==> src/rtl/fetch_unit.sv <==
// Instruction fetch: issues word-aligned imem requests and queues {pc, instr} for execute.
// Latency: request accepted in N, response written at the N+1 edge, instr valid in N+2 (no bypass).
// Backpressure: requests are credit-limited so FIFO entries plus outstanding requests never exceed DEPTH.
module fetch_unit #(
  parameter int unsigned DEPTH    = 4,
  parameter logic [31:0] RESET_PC = 32'h0000_0000
) (
  input  logic        clk,
  input  logic        i_reset,
  output logic        o_imem_req_valid,
  input  logic        i_imem_req_ready,
  output logic [31:0] o_imem_addr,
  input  logic        i_imem_rsp_valid,
  input  logic [31:0] i_imem_rsp_data,
  output logic        o_instr_valid,
  input  logic        i_instr_ready,
  output logic [31:0] o_instruction,
  output logic [31:0] o_pc,
  input  logic        i_redirect,
  input  logic [31:0] i_redirect_pc
);

  localparam int unsigned AW = $clog2(DEPTH);
  localparam int unsigned CW = AW + 1;
  localparam logic [CW:0] DEPTH_C = (CW+1)'(DEPTH);

  logic [31:0]   fetch_pc;
  logic [31:0]   rsp_pc;
  logic [CW-1:0] inflight;
  logic [CW-1:0] discard;
  logic [CW-1:0] count;
  logic [AW-1:0] wr_ptr;
  logic [AW-1:0] rd_ptr;
  logic [31:0]   fifo_instr [DEPTH];
  logic [31:0]   fifo_pc    [DEPTH];

  logic [CW:0]   credit_used;
  logic          req_fire;
  logic          rsp_take;
  logic          rsp_drop;
  logic          push;
  logic          pop;
  logic [CW-1:0] inflight_after_rsp;
  logic [31:0]   redirect_target;
  logic          unused_redirect_lsbs;

  // The low two bits of the redirect target are forced to zero, so they are never consumed.
  assign unused_redirect_lsbs = ^i_redirect_pc[1:0];
  assign redirect_target      = {i_redirect_pc[31:2], 2'b00};

  // Credit: queued entries plus outstanding requests may not exceed the FIFO depth.
  assign credit_used      = {1'b0, count} + {1'b0, inflight};
  assign o_imem_req_valid = !i_redirect && (credit_used < DEPTH_C);
  assign o_imem_addr      = fetch_pc;
  assign req_fire         = o_imem_req_valid && i_imem_req_ready;

  // A response with nothing outstanding is a protocol violation and is ignored entirely.
  assign rsp_take = i_imem_rsp_valid && (inflight != '0);
  assign rsp_drop = rsp_take && (discard != '0);
  // A response landing in a redirect cycle belongs to the old stream and is dropped too.
  assign push     = rsp_take && (discard == '0) && !i_redirect;
  assign pop      = o_instr_valid && i_instr_ready;

  assign inflight_after_rsp = inflight - CW'(rsp_take);

  assign o_instr_valid = (count != '0);
  assign o_instruction = fifo_instr[rd_ptr];
  assign o_pc          = fifo_pc[rd_ptr];

  // Fetch/response bookkeeping; a redirect flushes the FIFO and marks everything in flight stale.
  always_ff @(posedge clk or negedge i_reset) begin
    if (!i_reset) begin
      fetch_pc <= RESET_PC;
      rsp_pc   <= RESET_PC;
      inflight <= '0;
      discard  <= '0;
      count    <= '0;
      wr_ptr   <= '0;
      rd_ptr   <= '0;
    end else if (i_redirect) begin
      fetch_pc <= redirect_target;
      rsp_pc   <= redirect_target;
      inflight <= inflight_after_rsp;
      discard  <= inflight_after_rsp;
      count    <= '0;
      wr_ptr   <= '0;
      rd_ptr   <= '0;
    end else begin
      if (req_fire) begin
        fetch_pc <= fetch_pc + 32'd4;
      end
      inflight <= inflight_after_rsp + CW'(req_fire);
      if (rsp_drop) begin
        discard <= discard - CW'(1);
      end
      if (push) begin
        rsp_pc <= rsp_pc + 32'd4;
        wr_ptr <= wr_ptr + AW'(1);
      end
      if (pop) begin
        rd_ptr <= rd_ptr + AW'(1);
      end
      count <= count + CW'(push) - CW'(pop);
    end
  end

  // FIFO storage; cleared on reset so the head reads zero until the first push.
  always_ff @(posedge clk or negedge i_reset) begin
    if (!i_reset) begin
      for (int i = 0; i < int'(DEPTH); i++) begin
        fifo_instr[i] <= '0;
        fifo_pc[i]    <= '0;
      end
    end else if (push) begin
      fifo_instr[wr_ptr] <= i_imem_rsp_data;
      fifo_pc[wr_ptr]    <= rsp_pc;
    end
  end

endmodule

==> config.mk <==
export PLATFORM = sky130hd
export DESIGN_NAME = fetch_unit
export DESIGN_NICKNAME = d
export VERILOG_FILES = /design/src/rtl/fetch_unit.sv
export SDC_FILE = /design/constraint.sdc
export NUM_CORES = 1
export LEC_CHECK = 0
export CAP_MARGIN = 20
export CORE_MARGIN = 8
export CORE_UTILIZATION = 35
export CTS_CLUSTER_DIAMETER = 80
export DETAILED_ROUTE_END_ITERATION = 8
export SLEW_MARGIN = 5
export SYNTH_ARGS = -nofsm -noshare
export SYNTH_HDL_FRONTEND = slang
export SYNTH_SLANG_ARGS = --single-unit
==> constraint.sdc <==
create_clock -name clk -period 2.9 [get_ports clk]
set_clock_uncertainty 0.15 [all_clocks]
set_input_delay 0.58 -clock clk [delete_from_list [all_inputs] [get_ports clk]]
set_output_delay 0.58 -clock clk [all_outputs]
set_load 0.02 [all_outputs]
==> results.toml, run 1 <==
[die]
coreArea_mm2 = 0.0427
num_rows = 76
io_pins = 168
die_y_um = 223
start_util = 0.351
die_width_um = 223
dieArea_mm2 = 0.0497

[synthesis]
synth_xor_area_frac = 0.0240
netlist_top_cells_count = "dfrtp_1 (321), mux2_2 (258), mux4_2 (62)"
ys_types = 52
synth_simple_gate_area_share = 0.0710
synth_top_family_by_area = "multiplexers"
ys_ff_latch = 321
synth-edff-count = 0
synth_most_common_cell = "dfrtp_1"
synth-main-ff-cell = "dfrtp_1"
synthAdderAreaFrac = 0.0147
synthMuxAreaShare = 0.290
netlist.area_leader.share = 0.536
synth_area_per_cell_um2 = 14.0
yosys.area.top_type = "dfrtp_1"
synthArstFlopShare = 1.00
synth_compound_area_frac = 0.0359
synth_area_leaders = "dfrtp_1 (54%), mux2_2 (19%), mux4_2 (9.3%)"
syn_area_mm2 = 0.0150
yosysSeqAreaShare = 0.536
yosys_warnings = 0
syn-instance-count = 1070

[route]
wire_per_inst_um = 20.1
drt_pass1_iterations = 4
drc = 0
vias_per_cell = 5.17
ant_nets = 0
routed_wl_um = 36800
vias = 9457
first_iter_violations = 479

[global_routing]
grt_pass1_wl_um = 59500
grt_antenna_before_repair = 0
grt_pass1_vias = 10200
grt_max_degree = 73
track_usage = 0.150
grt_overflow = 0

[power]
p_clk_frac = 0.276
vdd_drop_max_mv = 0.334
power.share.combinational = 0.346
p_int_mw = 11.2
p_total_mw = 16.5
seqPwrFrac = 0.377
power.density_mw_per_mm2 = 880
p_switching_mw = 5.29
p_sw_frac = 0.321
p_leak_nw = 8.33

[timing]
relSlewSlack = 0.592
finalSetupViolCount = 0
period_share = 0.987
fmax_ghz = 0.349
rsz0062_at_grt = "true"
hold_viol_final = 0
fin_crit_ns = 2.86
tightest_slew_ns = 0.612
report.final.slew_viol_count = 0

[clock_network]
cts_tree = "done"
cts.sinks = 321
root_buffer = "clkbuf_16"
clockBufferDepth = 3
clkLatencyLatePin_ns = 0.54
numCtsBuffers = 39
htree_levels = 2
clk_pin_slew_ns = 0.06

[worst_setup_path]
critPathKind = "reg -> out"
crit_fanout = 6
crit_slowest_cell = "dfrtp_4"
worst_setup_path_start_kind = "flip-flop"
rr_worst_depth = 8
crit_path_frequent_cell = "buf_12"
path_delay_family = "buffers and inverters"
worst-path-stages = 5
reg2reg_to = "o_imem_addr[22]"
cp.required_ns = 2.17
end_kind = "output pin"
r2r-start = "inflight[2]"
crit_chain = "buf_12 > buf_16 > buf_12 > mux4_2 > buf_6"
reg2reg_slack_ns = 0.34
slowest_delay_ns = 0.52
cp-startpoint = "rd_ptr[0]"
arrival_ns = 2.13
critPathBufInv = 4
worstSetupEndpoint = "o_pc[8]"

[final_layout]
n_antenna_cell = 0
synthToLayoutAreaGrowth_pct = 24.8
drive_gt1_frac = 0.377
utilization = 0.438
num-nets-final = 1344

[outcome]
status = "finished, final reports clean"

[placed_design]
gp_congestion = 0.802
dpl.hpwl_um = 24600
port_buffers = 161

[job]
maxCapViolCount = 0

[min_path]
worstHoldPathType = "in -> reg"
[worst min-delay path by stage]
| stage | to | startpoint | slack (ns) | cells after the start |
|---|---|---|---|---|
| final | count[2] | i_redirect | 0.19 | 2 |
| after global routing | count[1] | i_redirect | 0.17 | 2 |
| after CTS | count[2] | i_redirect | 0.15 | 2 |
| after detailed placement | fifo_instr[56] | fifo_instr[56] | 0.34 | 1 |
| after global placement | fifo_pc[21] | fifo_pc[21] | 0.33 | 1 |
| after floorplan | count[0] | i_reset | 0.13 | 0 |
[metal layers]
metal	vias to the layer above	GRT usage	routed length, µm
li1	4302	-	-
met1	4898	0.203	17000
met2	219	0.236	17100
met3	38	0.0456	2200
met4	0	0.0295	517
met5	-	0	0
[cell type report]
class                      count  area [µm²]
fill                        3907       24000
tap                          546         683
timing repair buffer         212        2180
clock buffer                  53        1070
multi-input combinational    663        6560
inverter                      20        75.1
clock inverter                14         110
sequential                   321        8040
[cell usage in the layout, fill, tap and decap left out, types with 4 or more instances in the layout]
cell type / count
ha_1: 16
and4_1: 5
a21boi_0: 6
mux2_2: 258
clkinv_2: 9
or3_1: 6
nand2b_1: 5
dlygate4sd2_1: 26
nor2_1: 25
and3_1: 9
clkbuf_16: 39
mux2i_1: 4
buf_4: 28
or4_1: 4
nor3_1: 6
inv_1: 19
nor4_4: 4
dfrtp_1: 319
nand2_1: 57
and2_1: 7
xnor2_1: 18
mux4_2: 62
buf_6: 15
a21oi_1: 6
and2_4: 4
nand3_1: 34
o21ai_0: 35
o311ai_0: 11
a31oi_1: 7
clkbuf_8: 4
clkdlybuf4s50_1: 96
clkbuf_1: 10
xor2_1: 23
conb_1: 4
buf_2: 22
nand4_1: 16
buf_12: 19
o211ai_1: 6
[logic make-up (layout without fill, tap and decap cells)]
kind of cell	after synthesis	count (layout)
AOI/OAI and AO/OA	81	81
xor gates and xnor gates	41	41
adders and majority gates	17	17
buffers and inverters	89	299
DFF	321	321
muxes	325	325
other	1	4
and+or+nand+nor	195	195
[worst reg2reg max path, delay by kind of cell (launching register included)]
family,cells,cell delay (ns)
buffers and inverters,2,0.32
adders and majority gates,1,0.35
DFF,1,0.43
and+or+nand+nor,4,0.84
muxes,1,0.34
[registers in the layout, summed over array words and instances (netlist names)]
| name | cells |
|---|---|
| wr_ptr | 2 |
| rsp_pc | 30 |
| rd_ptr | 2 |
| fifo_instr | 128 |
| o_imem_addr | 30 |
| fifo_pc | 120 |
| discard | 3 |
| inflight | 3 |
| count | 3 |
[timing repair]
item                                   CTS  global route
endpoints found under the hold margin   47             0
hold buffers                             1             0
buffers inserted                         5             1
gates resized for setup                191            26
gates cloned                             2             0
pin swaps                                0             0
setup endpoints to repair               63            30
[power by group through the flow]
stage / Sequential, mW / Clock, mW / Combinational (mW)
2_1_floorplan: 6.11 / 0 / 3.55
3_3_place_gp: 6.23 / 0 / 5.85
3_5_place_dp: 6.28 / 0 / 5.93
4_1_cts: 6.22 / 4.72 / 5.70
5_1_grt: 6.38 / 4.90 / 6.17
6_report: 6.21 / 4.55 / 5.70
[per-stage QoR]
stage / TNS (ns) / hold slack [ns] / setup WS [ns] / instances / instance area, µm²
CTS: -0.176 / 0.154 / -0.0394 / 1828 / 18600
detailed placement: -0.0615 / 0.341 / -0.0615 / 1753 / 17500
floorplan: 0 / 0.134 / 0.477 / 1073 / 15000
global placement: -0.0187 / 0.334 / -0.0187 / 1753 / 17500
finish: 0 / 0.193 / 0.0369 / 1829 / 18700
global route: -0.496 / 0.174 / -0.0453 / 1829 / 18700
Note: power is estimated with default switching activity, not from simulation.
==> inputs of run 2 (changes only) <==
--- a/config.mk
+++ b/config.mk
@@ -7,9 +7,10 @@
 export LEC_CHECK = 0
 export CAP_MARGIN = 20
 export CORE_MARGIN = 8
-export CORE_UTILIZATION = 35
+export CORE_UTILIZATION = 50
 export CTS_CLUSTER_DIAMETER = 80
 export DETAILED_ROUTE_END_ITERATION = 8
+export PLACE_DENSITY = 0.72
 export SLEW_MARGIN = 5
 export SYNTH_ARGS = -nofsm -noshare
 export SYNTH_HDL_FRONTEND = slang
==> run 2 against run 1 <==
Against the previous run: setup slack gained 0.0081 ns; utilization grew 18 points; largest cell class unchanged; power shrank 3.6%; critical endpoint is now o_instruction[9].
==> results.toml, run 2 (synthesized netlist as in run 1, its figures left out) <==
[worst_setup_path]
crit_fanout = 11
critPathKind = "reg -> out"
cp-startpoint = "rd_ptr[0]"
end_kind = "output pin"
reg2reg_slack_ns = 0.38
rr_worst_depth = 12
reg2reg_to = "count[2]"
arrival_ns = 2.12
worst_setup_path_start_kind = "flip-flop"
r2r-start = "discard[0]"
worstSetupEndpoint = "o_instruction[9]"
cp.required_ns = 2.17

[clock_network]
numCtsBuffers = 35
htree_levels = 2
cts_tree = "done"
clockBufferDepth = 3
cts.sinks = 321
clkLatencyLatePin_ns = 0.51
root_buffer = "clkbuf_16"
clk_pin_slew_ns = 0.06

[route]
drt_pass1_iterations = 4
first_iter_violations = 446
drc = 0
ant_nets = 0
routed_wl_um = 34500
vias = 9454
vias_per_cell = 5.68
wire_per_inst_um = 20.7

[timing]
finalSetupViolCount = 0
report.final.slew_viol_count = 0
fmax_ghz = 0.350
fin_crit_ns = 2.85
period_share = 0.984
hold_viol_final = 0
tightest_slew_ns = 0.635
timing.setup.tns_ns = 0
relSlewSlack = 0.577
rsz0062_at_grt = "true"

[final_layout]
layout_commonest_cell = "dfrtp_1"
fin_area_mm2 = 0.0183
synthToLayoutAreaGrowth_pct = 22.0
fillCellCount = 2336
layout_common_cells = "dfrtp_1 (319), mux2_2 (258), clkdlybuf4s50_1 (96), mux4_2 (62), nand2_1 (57)"
top_register = "fifo_instr"
largest_registers = "fifo_instr (128), fifo_pc (120)"
finalNonFillerCells = 1665
drive_gt1_frac = 0.387
largest_register_ff_count = 128
num-nets-final = 1338
n_antenna_cell = 0

[global_routing]
grt_pass1_wl_um = 56700
grt_antenna_before_repair = 0
grt_max_degree = 77
track_usage = 0.195
grt_overflow = 0
grt_pass1_vias = 10200

[placed_design]
port_buffers = 161
gp_congestion = 0.876
dpl.hpwl_um = 23400
dp.cells = 1600
place_area_mm2 = 0.0173

[min_path]
worstHoldPathType = "reg -> reg"

[die]
coreArea_mm2 = 0.0296
io_pins = 168
die_width_um = 189
start_util = 0.507
dieArea_mm2 = 0.0358
num_rows = 63
die_y_um = 189

[power]
vdd_drop_max_mv = 0.321
power.density_mw_per_mm2 = 868
p_leak_nw = 8.20

[outcome]
status = "finished, final reports clean"

[job]
maxCapViolCount = 0
run 2: repair_timing:
item,in CTS,in global routing
hold buffers,1,0
endpoints found under the setup margin,63,56
endpoints found under the hold margin,65,0
gates cloned,1,0
buffers inserted,2,0
resized for setup,106,74
run 2: layout make-up:
class / count / area [µm²] / share of cell area
Multi-Input combinational cell: 663 / 6560 / 0.358
Tap cell: 390 / 488 / 0.0267
Clock inverter: 11 / 91.3 / 0.00499
Sequential cell: 321 / 8040 / 0.439
Clock buffer: 50 / 1010 / 0.0553
Inverter: 20 / 75.1 / 0.00410
Timing Repair Buffer: 210 / 2030 / 0.111
run 2: worst min path at each step:
stage	from	end	slack, ns	depth (start not counted)
global route	fifo_instr[107]	fifo_instr[107]	0.36	1
detailed placement	fifo_pc[44]	fifo_pc[44]	0.34	1
global placement	fifo_pc[54]	fifo_pc[54]	0.33	1
floorplan	i_reset	count[0]	0.13	0
finish	fifo_pc[38]	fifo_pc[38]	0.35	1
CTS	fifo_pc[44]	fifo_pc[44]	0.35	1
run 2: power by group:
part / leakage (nW) / total [mW] / internal (mW) / switching [mW]
Combinational: 3.43 / 5.41 / 2.77 / 2.64
Sequential: 4.21 / 6.21 / 5.51 / 0.698
Clock: 0.552 / 4.25 / 2.52 / 1.73
Total: 8.20 / 15.9 / 10.8 / 5.07
run 2: critical path, stage by stage (launching register included):
cell           delay [ns]
dfrtp_4              0.46
bufbuf_16            0.32
mux4_2               0.49
dlygate4sd2_1        0.33
run 2: per-stage QoR:
step / worst slack, ns / power [mW] / utilization / hold WS (ns)
2_1_floorplan: 0.477 / 9.66 / - / 0.134
4_1_cts: 0.000552 / 16.2 / 0.625 / 0.353
3_3_place_gp: 0.0174 / 12.0 / 0.586 / 0.334
3_5_place_dp: 0.0257 / 12.2 / 0.586 / 0.340
6_report: 0.0450 / 15.9 / 0.619 / 0.350
5_1_grt: -0.0109 / 16.7 / 0.619 / 0.363
run 2: per-layer routing:
metal	part of all wire	vias up	global-route usage	wire, µm
met4	0.015	0	0.0391	504
met5	0	-	0	0
li1	-	4276	-	-
met2	0.47	256	0.309	16200
met1	0.46	4889	0.275	15800
met3	0.058	33	0.0423	2020
